==> config.mk <==
export PLATFORM = sky130hd
export DESIGN_NAME = lsm_seq
export DESIGN_NICKNAME = d
export VERILOG_FILES = /design/src/rtl/ppc_pkg.sv /design/src/rtl/lsm_agen.sv /design/src/rtl/lsm_seq.sv
export SDC_FILE = /design/constraint.sdc
export NUM_CORES = 1
export LEC_CHECK = 0
export BUFFER_PORTS_ARGS = -buffer_cell sky130_fd_sc_hd__buf_2
export CORE_MARGIN = 8
export CORE_UTILIZATION = 45
export DETAILED_ROUTE_END_ITERATION = 7
export PLACE_DENSITY = 0.83
export SLEW_MARGIN = 20
export SYNTH_ARGS = -nofsm -noshare
export SYNTH_HDL_FRONTEND = slang
export SYNTH_SLANG_ARGS = --single-unit
==> constraint.sdc <==
create_clock -name clk -period 3.4 [get_ports clk]
set_clock_uncertainty 0.15 [all_clocks]
set_input_delay 0.51 -clock clk [delete_from_list [all_inputs] [get_ports clk]]
set_output_delay 0.51 -clock clk [all_outputs]
set_load 0.1 [all_outputs]
==> src/rtl/ppc_pkg.sv <==
// rtl/ppc_pkg.sv - shared PowerPC opcodes, GPR width and lsm sequencer state type
package ppc_pkg;

  localparam logic [5:0] OP_LMW  = 6'd46;
  localparam logic [5:0] OP_STMW = 6'd47;
  localparam int unsigned GPR_W  = 5;

  typedef enum logic [1:0] {
    LSM_IDLE = 2'd0,
    LSM_BASE = 2'd1,
    LSM_MEM  = 2'd2,
    LSM_DONE = 2'd3
  } lsm_state_t;

  function automatic logic [31:0] sext16(input logic [15:0] v);
    return {{16{v[15]}}, v};
  endfunction

endpackage

==> src/rtl/lsm_agen.sv <==
// rtl/lsm_agen.sv - effective-address and register-index counters for load/store multiple
module lsm_agen
  import ppc_pkg::*;
(
  input  logic             clk,
  input  logic             rst,
  input  logic             load_i,
  input  logic             step_i,
  input  logic [31:0]      base_ea_i,
  input  logic [GPR_W-1:0] base_cur_i,
  output logic [31:0]      ea_o,
  output logic [GPR_W-1:0] cur_o,
  output logic             last_o
);

  logic [31:0]      ea_q, ea_d;
  logic [GPR_W-1:0] cur_q, cur_d;

  always_comb begin
    ea_d  = ea_q;
    cur_d = cur_q;
    if (load_i) begin
      ea_d  = base_ea_i;
      cur_d = base_cur_i;
    end else if (step_i) begin
      // wraps silently past 2^32, matching the architected EA arithmetic
      ea_d  = ea_q + 32'd4;
      cur_d = cur_q + 1'b1;
    end
  end

  always_ff @(posedge clk or posedge rst) begin
    if (rst) begin
      ea_q  <= '0;
      cur_q <= '0;
    end else begin
      ea_q  <= ea_d;
      cur_q <= cur_d;
    end
  end

  assign ea_o   = ea_q;
  assign cur_o  = cur_q;
  assign last_o = (cur_q == {GPR_W{1'b1}});

endmodule

==> src/rtl/lsm_seq.sv <==
// rtl/lsm_seq.sv - lmw/stmw sequencer driving GPR read/write ports and the data-memory port
module lsm_seq
  import ppc_pkg::*;
(
  input  logic             clk,
  input  logic             rst,
  input  logic             op_valid,
  output logic             op_ready,
  input  logic [31:0]      op,
  output logic [GPR_W-1:0] gpr_raddr,
  input  logic [31:0]      gpr_rdata,
  output logic             gpr_we,
  output logic [GPR_W-1:0] gpr_waddr,
  output logic [31:0]      gpr_wdata,
  output logic             mem_req,
  output logic             mem_we,
  output logic [31:0]      mem_addr,
  output logic [31:0]      mem_wdata,
  input  logic             mem_ack,
  input  logic [31:0]      mem_rdata,
  output logic             done,
  output logic             illegal
);

  lsm_state_t       state_q, state_d;
  logic [31:0]      op_q, op_d;
  logic             flag_q, flag_d;

  logic [5:0]       opc_in;
  logic [5:0]       opc_q;
  logic [GPR_W-1:0] rd_q;
  logic [GPR_W-1:0] ra_q;
  logic [31:0]      base_ea;
  logic             is_store;

  logic             agen_load;
  logic             agen_step;
  logic [31:0]      ea;
  logic [GPR_W-1:0] cur;
  logic             last;

  assign opc_in   = op[31:26];
  assign opc_q    = op_q[31:26];
  assign rd_q     = op_q[25:21];
  assign ra_q     = op_q[20:16];
  assign is_store = (opc_q == OP_STMW);

  // rA==0 means a literal zero base, not the contents of r0
  assign base_ea = ((ra_q == '0) ? 32'd0 : gpr_rdata) + sext16(op_q[15:0]);

  lsm_agen u_agen (
    .clk        (clk),
    .rst        (rst),
    .load_i     (agen_load),
    .step_i     (agen_step),
    .base_ea_i  (base_ea),
    .base_cur_i (rd_q),
    .ea_o       (ea),
    .cur_o      (cur),
    .last_o     (last)
  );

  always_comb begin
    state_d   = state_q;
    op_d      = op_q;
    flag_d    = flag_q;
    agen_load = 1'b0;
    agen_step = 1'b0;
    unique case (state_q)
      LSM_IDLE: begin
        if (op_valid) begin
          op_d = op;
          if (opc_in == OP_LMW || opc_in == OP_STMW) begin
            state_d = LSM_BASE;
          end else begin
            state_d = LSM_DONE;
            flag_d  = 1'b1;
          end
        end
      end
      LSM_BASE: begin
        agen_load = 1'b1;
        if (base_ea[1:0] != 2'b00) begin
          state_d = LSM_DONE;
          flag_d  = 1'b1;
        end else begin
          state_d = LSM_MEM;
        end
      end
      LSM_MEM: begin
        if (mem_ack) begin
          if (last) begin
            state_d = LSM_DONE;
          end else begin
            agen_step = 1'b1;
          end
        end
      end
      LSM_DONE: begin
        flag_d  = 1'b0;
        state_d = LSM_IDLE;
      end
      default: state_d = LSM_IDLE;
    endcase
  end

  always_ff @(posedge clk or posedge rst) begin
    if (rst) begin
      state_q <= LSM_IDLE;
      op_q    <= '0;
      flag_q  <= 1'b0;
    end else begin
      state_q <= state_d;
      op_q    <= op_d;
      flag_q  <= flag_d;
    end
  end

  always_comb begin
    op_ready  = 1'b0;
    gpr_raddr = '0;
    gpr_we    = 1'b0;
    gpr_waddr = '0;
    gpr_wdata = '0;
    mem_req   = 1'b0;
    mem_we    = 1'b0;
    mem_addr  = '0;
    mem_wdata = '0;
    done      = 1'b0;
    illegal   = 1'b0;
    unique case (state_q)
      LSM_IDLE: op_ready = 1'b1;
      LSM_BASE: gpr_raddr = ra_q;
      LSM_MEM: begin
        mem_req  = 1'b1;
        mem_we   = is_store;
        mem_addr = ea;
        if (is_store) begin
          gpr_raddr = cur;
          mem_wdata = gpr_rdata;
        end else if (mem_ack) begin
          gpr_we    = 1'b1;
          gpr_waddr = cur;
          gpr_wdata = mem_rdata;
        end
      end
      LSM_DONE: begin
        done    = 1'b1;
        illegal = flag_q;
      end
      default: ;
    endcase
  end

endmodule

# Word-level counts from Yosys, hierarchy flattened
# Index checks and enable logic that the tools add are counted.
dict set report totals {
  elab_cells 67
  reg_bits 72
  out_inout_bits 112
  inputBits 100
}
dict set report classes {
  reduce_logical 9
  n_addsub 3
  mux 38
  eq_ne 12
}
# op count
set op_table {}
lappend op_table {{32-bit two-way mux} 9}
lappend op_table {{32-bit by 3-bit adder with 32-bit output (second input constant)} 1}
lappend op_table {{32-bit adder} 1}
lappend op_table {{5-bit two-way mux} 6}
lappend op_table {{6-bit equality test (second input constant)} 3}
lappend op_table {{1-bit two-way mux} 16}
lappend op_table {{2-bit != test (second input constant)} 5}
lappend op_table {{5-bit case mux with 2 select lines} 1}
lappend op_table {{2-bit two-way mux} 4}
lappend op_table {{2-bit case mux with 4 select lines} 1}
lappend op_table {{5-bit by 1-bit adder with 5-bit output (second input constant)} 1}
lappend op_table {{5-bit equality test (second input constant)} 1}
lappend op_table {{5-bit logical NOT} 1}
lappend op_table {{2-bit equality test (second input constant)} 2}
lappend op_table {{4-bit AND reduction} 1}
lappend op_table {{2-bit nonzero test} 2}
lappend op_table {{1-bit case mux with 3 select lines} 1}
lappend op_table {{3-bit AND reduction} 1}
lappend op_table {{3-bit nonzero test} 1}
lappend op_table {{2-bit by 1-bit equality test with 1-bit output (second input constant)} 1}
lappend op_table {{2-bit logical NOT} 1}
lappend op_table {{2-bit AND reduction} 1}
lappend op_table {{1-bit logical OR} 1}

# Depth between registers and ports, before layout
# Gate-level depths: netlist (run 1).
dict set report logic_depth {
  word_depth 6
  depth_mapped 14
  ltp_nobuf 13
}

# Hierarchy
# A second synthesis (run 1) with hierarchy kept.
dict set report hier_totals {
  cells_unflattened 761
  area_unflattened_um2 6411.1
}
# mod n_inst area_per_inst_um2 cells_each seq_area_each_um2
set modules_own_cells {}
lappend modules_own_cells {lsm_seq 1 4304.1 532 875.8}
lappend modules_own_cells {lsm_agen 1 2107.0 229 925.9}

# Worst setup path before layout (run 1)
# Ideal clock, no wire load.
dict set report synth_timing {
  path_type {register -> output}
  startpoint {register state_q[0]}
  endpoint {output gpr_raddr[0]}
  arrival_time_ps 4094
  path_stages_with_launch 7
  path_slack_ps -1354
  required_time_ps 2740
  n_path_buf 1
  cell_sequence {dfrtp_1 inv_1 ha_1 and2_0 clkbuf_1 a22oi_1 nor2b_1}
}
dict set report synth_between {
  elab_chain_cells 2
  elab_cells_between_ends 3
  cone_classes {eq/ne: 2; mux: 1}
}
# element line_no
set synth_rtl {}
lappend synth_rtl {{start, declared} lsm_seq.sv:25} ;# lsm_state_t state_q, state_d;
lappend synth_rtl {{start signal, assigned} lsm_seq.sv:113} ;# state_q <= state_d;
lappend synth_rtl {{2-bit equality test / 2-bit by 1-bit equality test with 1-bit output (equally long branches)} lsm_seq.sv:131} ;# unique case (state_q)
lappend synth_rtl {{5-bit case mux with 2 select lines *} lsm_seq.sv:131}
lappend synth_rtl {{end, declared} lsm_seq.sv:10} ;# output logic [GPR_W-1:0] gpr_raddr,
# Mark *: on every way between the ends. The rest lies on a longest branch, timed or not.

# Worst setup path after layout (run 1)
dict set report layout_timing {
  startpoint {register op_q[18]}
  endpoint {register u_agen.ea_q[25] (netlist: u_agen.ea_o[25])}
}
dict set report layout_between {
  elab_chain_cells 4
}
# element line_no
set layout_rtl {}
lappend layout_rtl {{start, declared} lsm_seq.sv:26} ;# logic [31:0] op_q, op_d;
lappend layout_rtl {{start signal, assigned} lsm_seq.sv:114} ;# op_q <= op_d;
lappend layout_rtl {{5-bit logical NOT} lsm_seq.sv:49} ;# assign base_ea = ((ra_q == '0) ? 32'd0 : gpr_rdata) + sext16(op_q[15:0]);
lappend layout_rtl {{32-bit two-way mux} lsm_seq.sv:49}
lappend layout_rtl {{32-bit adder} lsm_seq.sv:49}
lappend layout_rtl {{32-bit two-way mux} lsm_agen.sv:22} ;# if (load_i) begin
lappend layout_rtl {{end signal, assigned} lsm_agen.sv:34} ;# ea_q <= '0;
lappend layout_rtl {{end signal, assigned} lsm_agen.sv:37} ;# ea_q <= ea_d;
lappend layout_rtl {{end, declared} lsm_agen.sv:16} ;# logic [31:0] ea_q, ea_d;
# No other way between the ends.
# A chain may end at the register's enable or synchronous reset.

==> impl_metrics.ini, run 1 <==
[status]
status = complete, but fails checks
failed_checks = setup timing

[flow_run]
max_cap_violations = 0

[timing]
fin_crit_sh = 1.002
worstMarginPinSlew_ns = 0.9049
whs_ns = 0.2489
setup_viol = 1
setup_ws_ns = -0.007812
period_needed_ns = 3.408
max_freq_mhz = 293.4
slew_violations = 0
rsz0062_at_grt = yes
hold_viol = 0
relSlewSlack = 0.3967

[logic_synthesis]
synthesis.instances = 755
ys_seq_elements = 72
ys_warn_count = 0
synth_edf_count = 0
syn_nets = 895
syn_area_per_cell_sq_um = 8.377
ys_seq_area_frac = 0.2849
synth.cell_area_sq_um = 6325
async_flop_share = 1.000
ys.flop_type = dfrtp_1
synth_cell_types = 65

[routing]
first_pass_iters = 7
wl_per_cell_um = 18.22
ant_nets = 0
wl_um = 21210
num_vias = 6535
drc = 0
viasPerCell = 5.614
first_iter_violations = 664

[setup_path]
cp_top_family = simple AND/OR/NAND/NOR gates
setup.worst_path.end_class = flip-flop
reg2reg_depth = 11
r2r_end = u_agen.ea_o[25]$_DFFE_PP0P_
crit_buf_inv = 1
crit_chain = or4_4, nor2_4, buf_12, nor2b_1, ha_1, a21oi_1, o211ai_1, or2_2, o211ai_1, a211oi_1, a221oi_1
slowest_stage = or4_4
worstSetupPathType = flip-flop to flip-flop
crit_required_ns = 3.48
r2r_start = op_q[18]$_DFFE_PP0P_
arrival_ns = 3.49
crit_path_frequent_cell = o211ai_1
critical_path_depth = 11
reg2reg_slack_ns = -0.008
max_stage_delay_ns = 0.57
critPathMaxFanout = 21
startpoint_type = flip-flop

[hold_path]
hold_path_depth = 2
hold_path.class = primary input to flip-flop
min_to = op_q[13]$_DFFE_PP0P_
hp-start = op[13]

[clocking]
clk_path_buf_depth = 2
cts_sinks = 72
cts_tree = done
insertion_delay_ns = 0.34
cts_root_buf = clkbuf_16
cts.reportedPaths.clkPinSlew_ns = 0.06
htree_levels = 3
cts_made_buffers = 9
holdBufCountCts = 0

[global_routing]
grt_pass1_vias = 6339
grt_max_degree = 73
grt_first_pass_wirelength_um = 33090
gr-total-overflow = 0
grt_antenna_before_repair = 0
gr-usage-all-layers = 0.2224

[final_layout]
area_growth_pct = 40.73
fin_nets = 1119
most-common-layout-cells = buf_2 (173), and2_1 (73), dfrtp_1 (72)
drive_gt1_frac = 0.3608
final_common_cell = buf_2
insertedDiodeCount = 0

[floorplanning]
coreArea_sq_um = 13830
fp.dieW_um = 134.6
ios = 212
die_h_um = 134.6
std_cell_rows = 43
initial_core_util = 0.4574
die_area_sq_um = 18110

[place]
post-dp-hpwl_um = 16390
portBuffers = 211
place_congestion = 0.9450
pre_cts_ws_ns = -0.1288
timing repair:
item	CTS	global route
buffers inserted	1	3
resized for setup	8	33
endpoints found under the hold margin	0	0
endpoints found under the setup margin	9	19
pin swaps	3	16
cell usage after synthesis (5+ instances only):
cell / number / share of area
nor2_1: 39 / 0.023
a21o_1: 13 / 0.015
buf_2: 8 / 0.0063
o21ai_0: 35 / 0.028
mux2_2: 35 / 0.062
inv_1: 17 / 0.010
a31oi_1: 5 / 0.0049
o211ai_1: 5 / 0.0059
and4_1: 6 / 0.0083
nor2b_1: 40 / 0.040
and3_1: 38 / 0.038
nand2b_1: 5 / 0.0049
mux2i_1: 7 / 0.011
nand2_1: 61 / 0.036
nand3_1: 14 / 0.011
nand4_1: 18 / 0.018
a21oi_1: 50 / 0.040
xnor2_1: 29 / 0.040
xor2_1: 25 / 0.035
a22oi_1: 6 / 0.0071
nor3_1: 8 / 0.0063
o21ai_1: 8 / 0.0063
clkbuf_1: 31 / 0.018
dfrtp_1: 72 / 0.28
and2_1: 73 / 0.072
ha_1: 39 / 0.077
cells by family (layout without fill, tap and decap cells):
| family | Yosys count | count (layout) | synth area share |
|---|---|---|---|
| flip-flops | 72 | 72 | 0.2849 |
| AO/OA/AOI/OAI | 158 | 158 | 0.1598 |
| XOR/XNOR | 54 | 54 | 0.07478 |
| buffers and inverters | 62 | 291 | 0.03897 |
| adder cells (fa/ha/maj) | 40 | 40 | 0.08032 |
| AND/OR/NAND/NOR | 327 | 327 | 0.2878 |
| multiplexers | 42 | 42 | 0.07339 |
registers in the layout (all words and copies together) (netlist names):
name / count
op_q: 32
u_agen.ea_o: 32
u_agen.cur_o: 5
state_q: 2
flag_q: 1
metal layers:
metal	track usage	vias to the layer above	share of wire
li1	-	3116	-
met1	0.2899	3074	0.43
met2	0.3712	307	0.48
met3	0.03900	38	0.065
met4	0.05802	0	0.020
met5	0	-	0
through the flow:
step	setup TNS [ns]	cells	cell area, sq um	util
after CTS	0	1161	8757	0.6333
after floorplan	0	755	6369	-
after detailed placement	-0.2888	1144	8376	0.6057
after global placement	-0.01868	1144	8376	0.6057
final	-0.007812	1164	8901	0.6437
after global routing	-1.094	1164	8901	0.6437
how the worst max path moves through the flow:
stage	start	endpoint	slack [ns]
2_1_floorplan	op_q[18]$_DFFE_PP0P_	u_agen.ea_o[26]$_DFFE_PP0P_	0.07
3_3_place_gp	op_q[18]$_DFFE_PP0P_	u_agen.ea_o[28]$_DFFE_PP0P_	-0.02
3_5_place_dp	op_q[18]$_DFFE_PP0P_	u_agen.ea_o[28]$_DFFE_PP0P_	-0.13
4_1_cts	op_q[18]$_DFFE_PP0P_	u_agen.ea_o[31]$_DFFE_PP0P_	0.002
5_1_grt	op_q[18]$_DFFE_PP0P_	u_agen.ea_o[25]$_DFFE_PP0P_	-0.18
6_report	op_q[18]$_DFFE_PP0P_	u_agen.ea_o[25]$_DFFE_PP0P_	-0.008
area by class of cell:
| type | count | area [sq um] |
|---|---|---|
| well taps | 180 | 225.2 |
| clock inverters | 6 | 91.34 |
| repair buffers | 257 | 1984 |
| flip-flops and latches | 72 | 1802 |
| clock buffers | 10 | 229.0 |
| fillers | 1099 | 4926 |
| multi-input cells | 621 | 4502 |
| inverters | 18 | 67.56 |
Power of run 1 is not shown: default switching activity piles up to over one toggle a cycle in this logic, so the estimate is an artifact.
==> run 2: changes to the inputs <==
--- a/config.mk
+++ b/config.mk
@@ -9,7 +9,7 @@
 export CORE_MARGIN = 8
 export CORE_UTILIZATION = 45
 export DETAILED_ROUTE_END_ITERATION = 7
-export PLACE_DENSITY = 0.83
+export PLACE_DENSITY = 0.81
 export SLEW_MARGIN = 20
 export SYNTH_ARGS = -nofsm -noshare
 export SYNTH_HDL_FRONTEND = slang
==> constraint.sdc (replaced) <==
create_clock -name clk -period 4 [get_ports clk]
set_clock_uncertainty 0.15 [all_clocks]
set_input_delay 0.6 -clock clk [delete_from_list [all_inputs] [get_ports clk]]
set_output_delay 0.6 -clock clk [all_outputs]
set_load 0.1 [all_outputs]
==> run 2 against run 1 <==
Against the previous run:
- the run now ends clean
- non-clock buffer count down 37
- wire length down 5.1%
- die area unchanged
- highest routed layer unchanged
==> impl_metrics.ini, run 2 (synthesis results as in run 1) <==
[final_layout]
most-common-layout-cells = buf_2 (173), and2_1 (73), dfrtp_1 (72)
area_growth_pct = 33.35
drive_gt1_frac = 0.3115
final_common_cell = buf_2
fin_nets = 1082

[clocking]
htree_levels = 3
cts_made_buffers = 9
cts_root_buf = clkbuf_16
cts_tree = done
cts_sinks = 72
insertion_delay_ns = 0.34
holdBufCountCts = 0
cts.reportedPaths.clkPinSlew_ns = 0.06
post_cts_buffers = 0
clk_path_buf_depth = 2
cts_resized = 0

[floorplanning]
coreArea_sq_um = 13830
std_cell_rows = 43
fp.dieW_um = 134.6
die_h_um = 134.6
die_area_sq_um = 18110
initial_core_util = 0.4574
ios = 212

[timing]
worstMarginPinSlew_ns = 0.7102
slew_violations = 0
period_needed_ns = 3.752
setup-tns-final_ns = 0
relSlewSlack = 0.5236
rsz0062_at_grt = no
setup_viol = 0
max_freq_mhz = 266.5
fin_crit_sh = 0.9381
hold_viol = 0

[setup_path]
crit_required_ns = 4.05
arrival_ns = 3.80
reg2reg_slack_ns = 0.25
crit_start = op_q[18]$_DFFE_PP0P_
critPathMaxFanout = 30
reg2reg_depth = 12
startpoint_type = flip-flop
r2r_end = u_agen.ea_o[25]$_DFFE_PP0P_
worstSetupPathType = flip-flop to flip-flop
r2r_start = op_q[18]$_DFFE_PP0P_
setup.worst_path.end_class = flip-flop

[global_routing]
grt_pass1_vias = 6133
grt_max_degree = 53
gr-total-overflow = 0
gr-usage-all-layers = 0.2183
grt_antenna_before_repair = 1
grt_first_pass_wirelength_um = 32000

[routing]
wl_um = 20120
wl_per_cell_um = 17.84
first_iter_violations = 621
viasPerCell = 5.556
num_vias = 6267
first_pass_iters = 6
ant_nets = 0
drc = 0

[hold_path]
hold_path.class = primary input to asynchronous set/reset pin

[place]
place_congestion = 0.9336
post-dp-hpwl_um = 15860
portBuffers = 211

[flow_run]
max_cap_violations = 0

[status]
status = complete, no violations
run 2: how the worst max path moves through the flow:
stage	to	slack, ns
floorplan	gpr_raddr[0]	0.15
global placement	u_agen.ea_o[25]$_DFFE_PP0P_	0.34
detailed placement	u_agen.ea_o[25]$_DFFE_PP0P_	0.31
CTS	u_agen.ea_o[25]$_DFFE_PP0P_	0.26
global route	u_agen.ea_o[25]$_DFFE_PP0P_	0.04
finish	u_agen.ea_o[25]$_DFFE_PP0P_	0.25
run 2: cell type report:
cell class / count / area (sq um)
well taps: 180 / 225.2
inverters: 18 / 67.56
flip-flops and latches: 72 / 1802
multi-input cells: 621 / 4302
repair buffers: 220 / 1707
clock inverters: 6 / 90.09
clock buffers: 10 / 239.0
fillers: 1147 / 5393
diodes: 1 / 2.502
run 2: routing by layer:
| metal | up-vias | track usage | wire, um |
|---|---|---|---|
| met3 | 40 | 0.03715 | 1330 |
| met2 | 273 | 0.3526 | 9319 |
| met5 | - | 0 | 0 |
| met1 | 2909 | 0.2906 | 8955 |
| met4 | 0 | 0.06862 | 514 |
| li1 | 3045 | - | - |
run 2: worst max-delay path: stages (launching register included):
cell and delay (ns):
dfrtp_1 0.38, or4_1 0.60, nor2_2 0.16, buf_12 0.18, nor2b_1 0.07, ha_1 0.36
a21o_1 0.24, a31oi_1 0.30, and2_2 0.29, o311ai_4 0.16, o211ai_1 0.28, a211oi_1 0.11
a221oi_1 0.34
run 2: stage by stage:
step | setup WS, ns | std cells | hold slack [ns] | util | cell area [sq um]
after floorplan | 0.1526 | 755 | 0.2944 | - | 6340
after global placement | 0.3445 | 1111 | 0.3072 | 0.5860 | 8103
after detailed placement | 0.3098 | 1111 | 0.3206 | 0.5860 | 8103
after CTS | 0.2647 | 1127 | 0.1272 | 0.6098 | 8432
after global routing | 0.03684 | 1128 | 0.1491 | 0.6100 | 8434
final | 0.2476 | 1128 | 0.1155 | 0.6100 | 8434
Power of run 2 is left out for the same reason.
